==> config.mk <==
export PLATFORM = sky130hd
export DESIGN_NAME = snake_game_ctrl
export DESIGN_NICKNAME = d
export VERILOG_FILES = /design/src/rtl/snake_game_ctrl.sv
export SDC_FILE = /design/constraint.sdc
export NUM_CORES = 1
export LEC_CHECK = 0
export ABC_AREA = 0
export CAP_MARGIN = 20
export CELL_PAD_IN_SITES_DETAIL_PLACEMENT = 1
export CELL_PAD_IN_SITES_GLOBAL_PLACEMENT = 1
export CORE_MARGIN = 1
export CORE_UTILIZATION = 24
export CTS_CLUSTER_DIAMETER = 200
export DETAILED_ROUTE_END_ITERATION = 8
export GPL_TIMING_DRIVEN = 0
export PLACE_DENSITY_LB_ADDON = 0.1
export SYNTH_ARGS = -nofsm -noshare
export SYNTH_HDL_FRONTEND = slang
export SYNTH_SLANG_ARGS = --single-unit
==> constraint.sdc <==
create_clock -name clk -period 2.4 [get_ports clk]
set_clock_uncertainty 0.05 [all_clocks]
set_input_delay 0.72 -clock clk [delete_from_list [all_inputs] [get_ports clk]]
set_output_delay 0.72 -clock clk [all_outputs]
set_load 0.005 [all_outputs]
==> src/rtl/snake_game_ctrl.sv <==
// ---------------------------------------------------------------------------
// snake_game_ctrl
//
// Game-flow controller for snake_core. Sequences the game through
// IDLE -> READY (countdown) -> PLAY <-> PAUSE -> OVER, keeps snake_core in
// reset while no game is running, and generates the core's movement step
// pulse plus a one-second play tick. Snake speed rises with score.
//
// Ports:
//   clk            system clock
//   rst_n          synchronous active-low reset
//   key_val        keypad code, valid while key_pressed is high
//   key_pressed    level, high while a key is held
//   core_game_over game-over flag from snake_core
//   score          current score from snake_core (0..99)
//   state          phase: IDLE=0 READY=1 PLAY=2 PAUSE=3 OVER=4
//   core_rst_n     active-low reset to snake_core (low in IDLE/READY)
//   step_tick      one-cycle pulse, core advances one cell
//   sec_tick       one-cycle pulse per elapsed play second
//   ready_cnt      seconds left in READY, 0 elsewhere
//   speed_level    current speed level 0..3
//   high_score     best score since power-on / last reset
//
// Key interface: there is no handshake. key_pressed is a level; a key event
// is its rising edge (current sample 1, registered sample 0), and key_val is
// taken in that same cycle. Holding a key never produces a second event.
// ---------------------------------------------------------------------------
module snake_game_ctrl #(
    parameter int          ONE_SEC    = 50000000,
    parameter int          STEP_BASE  = 25000000,
    parameter int          STEP_DEC   = 5000000,
    parameter int          READY_SECS = 3,
    parameter logic [3:0]  START_KEY  = 4'h5,
    parameter logic [3:0]  PAUSE_KEY  = 4'h0
) (
    input  logic       clk,
    input  logic       rst_n,
    input  logic [3:0] key_val,
    input  logic       key_pressed,
    input  logic       core_game_over,
    input  logic [6:0] score,
    output logic [2:0] state,
    output logic       core_rst_n,
    output logic       step_tick,
    output logic       sec_tick,
    output logic [2:0] ready_cnt,
    output logic [1:0] speed_level,
    output logic [6:0] high_score
);

    typedef enum logic [2:0] {
        ST_IDLE  = 3'd0,
        ST_READY = 3'd1,
        ST_PLAY  = 3'd2,
        ST_PAUSE = 3'd3,
        ST_OVER  = 3'd4
    } state_e;

    localparam logic [25:0] SEC_LAST   = 26'(ONE_SEC - 1);
    localparam logic [24:0] STEP_BASE_W = 25'(STEP_BASE);
    localparam logic [24:0] STEP_DEC_W  = 25'(STEP_DEC);
    localparam logic [2:0]  READY_INIT = 3'(READY_SECS);

    state_e      state_q, state_d;
    logic        key_prev_q, key_prev_d;
    logic [2:0]  ready_cnt_q, ready_cnt_d;
    logic [24:0] step_cnt_q, step_cnt_d;
    logic [25:0] sec_cnt_q, sec_cnt_d;
    logic        step_tick_q, step_tick_d;
    logic        sec_tick_q, sec_tick_d;
    logic [1:0]  speed_level_q, speed_level_d;
    logic [6:0]  high_score_q, high_score_d;
    // High for the first cycle spent in OVER; the high score is captured then.
    logic        over_first_q, over_first_d;

    logic        key_event;
    logic        start_ev;
    logic        pause_ev;
    logic [24:0] step_last;
    logic [1:0]  speed_target;
    logic        sec_wrap;
    logic        step_wrap;

    assign key_event = key_pressed & ~key_prev_q;
    assign start_ev  = key_event & (key_val == START_KEY);
    assign pause_ev  = key_event & (key_val == PAUSE_KEY);

    // Step period shrinks by STEP_DEC per level; counter wraps at period-1.
    assign step_last = STEP_BASE_W - (25'(speed_level_q) * STEP_DEC_W) - 25'd1;
    assign step_wrap = (step_cnt_q == step_last);
    assign sec_wrap  = (sec_cnt_q == SEC_LAST);

    // Target level is score/8, saturated at 3.
    assign speed_target = (score[6:3] > 4'd3) ? 2'd3 : score[4:3];

    always_comb begin
        state_d       = state_q;
        key_prev_d    = key_pressed;
        ready_cnt_d   = ready_cnt_q;
        step_cnt_d    = step_cnt_q;
        sec_cnt_d     = sec_cnt_q;
        step_tick_d   = 1'b0;
        sec_tick_d    = 1'b0;
        speed_level_d = speed_level_q;
        high_score_d  = high_score_q;
        over_first_d  = 1'b0;

        if (state_q == ST_OVER && over_first_q && score > high_score_q) begin
            high_score_d = score;
        end

        case (state_q)
            ST_IDLE, ST_OVER: begin
                if (start_ev) begin
                    state_d       = ST_READY;
                    ready_cnt_d   = READY_INIT;
                    sec_cnt_d     = 26'd0;
                    speed_level_d = 2'd0;
                end
            end
            ST_READY: begin
                if (sec_wrap) begin
                    sec_cnt_d   = 26'd0;
                    ready_cnt_d = ready_cnt_q - 3'd1;
                    if (ready_cnt_q == 3'd1) begin
                        state_d    = ST_PLAY;
                        step_cnt_d = 25'd0;
                    end
                end else begin
                    sec_cnt_d = sec_cnt_q + 26'd1;
                end
            end
            ST_PLAY: begin
                if (core_game_over) begin
                    state_d      = ST_OVER;
                    over_first_d = 1'b1;
                end else if (pause_ev) begin
                    // Counters hold from this cycle on, so no tick can be
                    // registered into a cycle that is no longer PLAY.
                    state_d = ST_PAUSE;
                end else begin
                    if (step_wrap) begin
                        step_cnt_d    = 25'd0;
                        step_tick_d   = 1'b1;
                        // New level governs the period that starts now.
                        speed_level_d = speed_target;
                    end else begin
                        step_cnt_d = step_cnt_q + 25'd1;
                    end
                    if (sec_wrap) begin
                        sec_cnt_d  = 26'd0;
                        sec_tick_d = 1'b1;
                    end else begin
                        sec_cnt_d = sec_cnt_q + 26'd1;
                    end
                end
            end
            ST_PAUSE: begin
                if (pause_ev) begin
                    state_d = ST_PLAY;
                end
            end
            default: begin
                state_d = ST_IDLE;
            end
        endcase
    end

    always_ff @(posedge clk) begin
        if (!rst_n) begin
            state_q       <= ST_IDLE;
            key_prev_q    <= 1'b0;
            ready_cnt_q   <= 3'd0;
            step_cnt_q    <= 25'd0;
            sec_cnt_q     <= 26'd0;
            step_tick_q   <= 1'b0;
            sec_tick_q    <= 1'b0;
            speed_level_q <= 2'd0;
            high_score_q  <= 7'd0;
            over_first_q  <= 1'b0;
        end else begin
            state_q       <= state_d;
            key_prev_q    <= key_prev_d;
            ready_cnt_q   <= ready_cnt_d;
            step_cnt_q    <= step_cnt_d;
            sec_cnt_q     <= sec_cnt_d;
            step_tick_q   <= step_tick_d;
            sec_tick_q    <= sec_tick_d;
            speed_level_q <= speed_level_d;
            high_score_q  <= high_score_d;
            over_first_q  <= over_first_d;
        end
    end

    assign state       = state_q;
    assign core_rst_n  = (state_q == ST_PLAY) || (state_q == ST_PAUSE) || (state_q == ST_OVER);
    assign step_tick   = step_tick_q;
    assign sec_tick    = sec_tick_q;
    assign ready_cnt   = ready_cnt_q;
    assign speed_level = speed_level_q;
    assign high_score  = high_score_q;

endmodule

==> results of run 1 <==
[synth_stat cells, types with 4 or more instances]
master | number | share of area (%)
nor4_1 | 6 | 0.91
a21oi_1 | 11 | 1.3
o211ai_1 | 7 | 1.3
xor2_1 | 30 | 6.4
o21ai_0 | 17 | 2.1
nor2_1 | 61 | 5.6
and4_1 | 5 | 1.1
clkbuf_1 | 16 | 1.5
nor3b_1 | 5 | 0.91
inv_1 | 18 | 1.6
nand2_1 | 44 | 4.0
and3_1 | 12 | 1.8
nor2b_1 | 9 | 1.4
ha_1 | 19 | 5.8
mux2i_1 | 8 | 1.9
o21a_1 | 4 | 0.73
o2111ai_1 | 13 | 2.8
nor3_1 | 12 | 1.5
dfxtp_1 | 70 | 34
nand4_1 | 7 | 1.1
buf_6 | 4 | 1.1
nand2b_1 | 7 | 1.1
xnor2_1 | 17 | 3.6
and2_1 | 7 | 1.1
or4_1 | 4 | 0.73
or3_1 | 4 | 0.61
nand3_1 | 19 | 2.3
buf_2 | 4 | 0.49
[layer usage]
layer / part of all wire [%] / vias up / GRT usage [%]
met3: 1.9 / 13 / 2.34
li1: - / 1883 / -
met2: 48 / 30 / 24.7
met5: 0 / - / 0
met1: 49 / 1855 / 19.7
met4: 1.5 / 0 / 6.13
[logic make-up after synthesis]
family	Yosys count	synth area share [%]
fa+ha+maj	19	5.78
mux	8	1.95
flops	70	34.0
buf+inv	44	5.05
simple gates	218	28.1
compound gates	81	15.1
xor+xnor	47	10.0
[through the flow]
| stage | util, % | power, mW | hold WS (ps) | instances | worst slack [ps] |
|---|---|---|---|---|---|
| CTS | 32.8 | 2.98 | 432 | 784 | 3.20 |
| floorplan | - | 1.49 | 414 | 487 | -73.4 |
| finish | 34.7 | 2.93 | 426 | 790 | 38.1 |
| global placement | 28.3 | 1.64 | 407 | 738 | -806 |
| detailed placement | 28.3 | 1.65 | 423 | 738 | -839 |
| global route | 34.7 | 3.09 | 453 | 790 | -56.3 |
[layout by cell type (no fill, tap or decap), drive strengths merged, types with 4 or more instances in the layout]
cell type and count:
clkbuf 28, dlygate4sd2 4, nand4 7, nor2b 9
o21a 4, nor3 13, nor2 61, nand3 19
nor3b 6, nand2b 7, inv 18, and3 12
clkdlybuf4s50 23, xnor2 17, o2111ai 15, buf 52
nand2 44, or3 4, and2 7, o21ai 21
ha 19, and4 5, or4 5, xor2 30
a21oi 11, a21boi 4, nor4 8, mux2i 8
o211ai 7, dfxtp 70
[flip-flops by register name, indices dropped and copies added, names as in the netlist]
signal,cells
speed_level,2
step_cnt_q,25
over_first_q,1
state,3
step_tick,1
high_score,7
key_prev_q,1
sec_cnt_q,26
ready_cnt,3
sec_tick,1
[power groups by stage]
stage	Clock (mW)	Combinational, mW	Sequential, mW
final	1.26	0.472	1.20
after CTS	1.31	0.468	1.21
after detailed placement	0	0.414	1.23
after global routing	1.36	0.526	1.21
after global placement	0	0.414	1.23
after floorplan	0	0.259	1.23
[worst max-delay path, stage by stage, from the launching register on]
cell and delay [ps]:
dfxtp_4 370, buf_6 120, buf_4 150, ha_1 210, o22ai_1 210, nand3b_1 110, or4_4 530, o21ai_4 170
buf_12 150, buf_12 130, nor2_2 40
[how the worst max path moves through the flow]
stage / endpoint / slack (ps) / cells after the start
finish: step_cnt_q[15] / 40 / 10
global route: speed_level[0] / -60 / 8
CTS: step_cnt_q[22] / 3 / 10
detailed placement: sec_cnt_q[11] / -840 / 7
global placement: sec_cnt_q[10] / -810 / 8
floorplan: sec_cnt_q[10] / -70 / 7
[layout make-up]
cell class / count / area, um2 / area share, %
Timing Repair Buffer: 73 / 676 / 11.7
Clock inverter: 1 / 5.00 / 0.0867
Buffer: 21 / 210 / 3.64
Inverter: 18 / 75.1 / 1.30
Tap cell: 220 / 275 / 4.77
Clock buffer: 14 / 264 / 4.58
Multi-Input combinational cell: 373 / 2840 / 49.2
Sequential cell: 70 / 1430 / 24.7
[repair_timing]
action                     in CTS  in global routing
setup endpoints to repair      64                 60
gates cloned                    3                  0
resized for setup              74                 66
setup buffers                  32                  8
pin swaps                      23                 29
==> run_results.csv, run 1 <==
group,metric,value,unit
clock_network,clk_pin_slew,60,ps
setup_path,end_kind,"register",
power,power_density,508,nW/um2
power,p_comb_share,16.1,%
setup_path,critPathArrivalTime,2540,ps
grt,grt_pass1_wl,20900,um
sta,drv_slew,0,
run_status,status,"completed",
routing,dr.pass1.iters,4,
setup_path,worst_setup_path_start_kind,"register",
finish,syn_to_final_growth,40.2,%
grt,first_global_vias,3885,
run,drv_cap,0,
routing,viasPerCell,4.79,
yosys,synth.distinct_cells,58,
grt,grt_max_degree,11,
yosys,synth-seq-cells,70,
finish,nNetsFinal,600,
clock_network,htreeDepth,3,
clock_network,clock_latency,340,ps
routing,routed_wl,12600,um
routing,ant_nets,0,
yosys,ys.flop_type,"dfxtp_1",
routing,post_drt_wl_per_cell,16.0,um
sta,min_period,2360,ps
floorplanning,start_util,24.7,%
placement,place.gp.congestion,0.727,
power,p_clk_share,42.9,%
sta,hold_viol,0,
floorplanning,die_x,133,um
setup_path,rr_endpoint,"step_cnt_q[15]",
min_path,min_path_type,"register to register",
min_path,hold_path_end,"high_score[4]",
setup_path,path_class,"register to register",
floorplanning,die-area,17700,um2
min_path,min_path_cells,2,
yosys,syn_avg_cell_area,8.45,um2
sta,worstMarginPinSlew,798,ps
floorplanning,dieHeight,133,um
power,swShare,27.0,%
floorplanning,core,16600,um2
power,peakVddDrop,310,uV
yosys,ys.warnings.count,0,
yosys,syn_area,4120,um2
yosys,synth_edf_count,0,
routing,first_iter_violations,113,
setup_path,path_max_fanout,6,
yosys,netlist_instances,487,
sta,tns,0,ps
routing,remaining_drc_errors,0,
setup_path,ff2ff_path_depth,10,
setup_path,r2r_start,"speed_level[0]",
grt,grt.total_usage,15.1,%
yosys,synth_nets,521,
floorplanning,io_pins,33,
power,p_leak,2.09,nW
grt,grt-ovfl-total,0,
sta,max_slew_margin,46.6,%
power,p_seq_share,41.0,%
power,intPower,2.14,mW
grt,antenna_found_initial,0,
routing,vias,3781,
clock_network,cts_tree,"yes",
min_path,min_from,"high_score[4]",
placement,placed_cell_area,4700,um2
finish,fill_cells,1937,
power,p_sw,0.793,mW
clock_network,cts_buffers,9,
sta,setup-violations-final,0,
placement,dp_hpwl,8840,um
sta,fmaxAchievable,0.423,GHz
setup_path,required,2580,ps
setup_path,regToRegSetupSlack,40,ps
finish,drive_gt1_share,26.1,%
setup_path,cp-startpoint,"speed_level[0]",
clock_network,clockBufferDepth,2,
clock_network,ctsHoldBuffers,0,
clock_network,root_buffer,"clkbuf_16",
clock_network,clkSinkCount,70,
sta,layout_worst_path_cycle_share,98.4,%
placement,portBuffers,31,
floorplanning,rows,47,
finish,antenna-diode-count,0,
sta,rsz0062_at_grt,"yes",
yosys,synthArstFlopShare,0,%
yosys,seq_area_frac_synth,34.0,%
finish,fin_area,5770,um2
(Power assumes the default switching activity.)
==> inputs of run 2 (changes only) <==
--- a/config.mk
+++ b/config.mk
@@ -15,6 +15,8 @@
 export DETAILED_ROUTE_END_ITERATION = 8
 export GPL_TIMING_DRIVEN = 0
 export PLACE_DENSITY_LB_ADDON = 0.1
+export RECOVER_POWER = 50
 export SYNTH_ARGS = -nofsm -noshare
 export SYNTH_HDL_FRONTEND = slang
 export SYNTH_SLANG_ARGS = --single-unit
+export TNS_END_PERCENT = 1
==> run_results.csv, run 2 (synthesis gave the netlist of run 1 again) <==
group,metric,value,unit
sta,rsz0062_at_grt,"yes",
finish,final_cell_mix,"dfxtp_1 (65), nor2_1 (59), nand2_1 (42), xor2_1 (30), buf_4 (19)",
placement,portBuffers,31,
power,p_leak,2.00,nW
finish,nNetsFinal,584,
sta,setup-violations-final,2,
placement,place.gp.congestion,0.737,
grt,grt-ovfl-total,0,
grt,antenna_found_initial,0,
floorplanning,die_x,133,um
sta,fmaxAchievable,0.408,GHz
setup_path,path_max_fanout,10,
finish,post-route-util,32.4,%
finish,drive_gt1_share,16.0,%
clock_network,htreeDepth,3,
sta,fin_ws,-48.9,ps
clock_network,root_buffer,"clkbuf_16",
clock_network,clk_pin_slew,60,ps
grt,grt.total_usage,14.7,%
clock_network,clock_latency,340,ps
sta,hold_viol,0,
clock_network,ctsHoldBuffers,0,
setup_path,end_kind,"output port",
floorplanning,io_pins,33,
finish,syn_to_final_growth,30.9,%
power,peakVddDrop,350,uV
sta,hold_ws,421,ps
grt,grt_max_degree,13,
sta,drv_slew,0,
clock_network,cts_tree,"yes",
finish,regMostFlops,"sec_cnt_q",
setup_path,path_class,"register to output port",
routing,first_iter_violations,129,
sta,layout_worst_path_cycle_share,102,%
floorplanning,core,16600,um2
floorplanning,rows,47,
placement,placed_cell_area,4700,um2
routing,dr.pass1.iters,4,
floorplanning,start_util,24.7,%
sta,max_slew_margin,47.3,%
clock_network,clockBufferDepth,2,
routing,post_drt_wl_per_cell,15.9,um
routing,viasPerCell,4.82,
min_path,min_path_type,"register to register",
routing,routed_wl,12300,um
sta,tns,-56.0,ps
run_status,violations,"negative setup slack",
sta,min_period,2450,ps
run_status,status,"complete, but fails checks",
routing,ant_nets,0,
finish,largest_register_ffs,26,
sta,worstMarginPinSlew,788,ps
grt,first_global_vias,3929,
clock_network,cts_buffers,9,
finish,antenna-diode-count,0,
power,power_density,597,nW/um2
routing,remaining_drc_errors,0,
floorplanning,die-area,17700,um2
grt,grt_pass1_wl,20300,um
placement,dp_hpwl,8800,um
run,drv_cap,0,
finish,fin_area,5390,um2
setup_path,required,1630,ps
setup_path,worst_setup_path_start_kind,"register",
floorplanning,dieHeight,133,um
clock_network,clkSinkCount,70,
setup_path,critPathArrivalTime,1680,ps
routing,vias,3738,
finish,layout_commonest_cell,"dfxtp_1",
[run 2: cell count changes in the layout (fill, tap and decap cells not counted), sizes merged]
cell           before  now
buf                52   32
bufinv              0    3
clkbuf             28   25
clkdlybuf4s50      23    9
clkinvlp            0    2
dlygate4sd2         4    6
dlygate4sd3         0   16
dlymetal6s2s        1    0
[run 2: where the power goes]
group,internal [mW],switching [mW]
Sequential,1.18,0.0219
Clock,1.01,0.548
Combinational,0.192,0.258
Total,2.39,0.829
[run 2: critical path, cell delays in order (launching register included)]
cell and delay (ps):
dfxtp_1 450, buf_4 240, nand2b_4 80, nand2_2 70
clkdlybuf4s50_1 490
[run 2: cell type report]
type	count	area, um2
clock buffer	10	229
multi-input combinational	373	2640
inverter	18	67.6
sequential	70	1410
tap	220	275
clock inverter	6	110
timing repair buffer	53	488
fill	1942	11300
buffer	25	171
[run 2: routing by layer]
| layer | vias to the layer above | GRT usage, % | wire [um] |
|---|---|---|---|
| li1 | 1849 | - | - |
| met1 | 1841 | 18.7 | 5960 |
| met2 | 35 | 24.8 | 5910 |
| met3 | 13 | 2.11 | 221 |
| met4 | 0 | 6.07 | 209 |
| met5 | - | 0 | 0 |
[run 2: metrics by stage]
step / power (mW) / setup slack (ps) / instances
2_1_floorplan: 1.49 / -73.6 / 487
3_3_place_gp: 1.64 / -798 / 738
3_5_place_dp: 1.64 / -806 / 738
4_1_cts: 3.27 / -26.6 / 776
5_1_grt: 3.37 / -130 / 775
6_report: 3.22 / -48.9 / 775
[run 2: path summary, 6_finish.rpt]
kind / from / endpoint / slack [ps] / depth (start not counted)
max: state[1] / core_rst_n / -50 / 4
max reg2reg: speed_level[0] / step_cnt_q[4] / 10 / 10
min: high_score[1] / high_score[1] / 420 / 2
min reg2reg: high_score[1] / high_score[1] / 420 / 2
[run 2: timing repair]
| action | in CTS | in global routing |
|---|---|---|
| endpoints found under the setup margin | 63 | 58 |
| gates cloned | 2 | 0 |
| resized for setup | 54 | 11 |
| endpoints found under the hold margin | 0 | 0 |
| pin swaps | 16 | 7 |
| setup buffers | 20 | 0 |
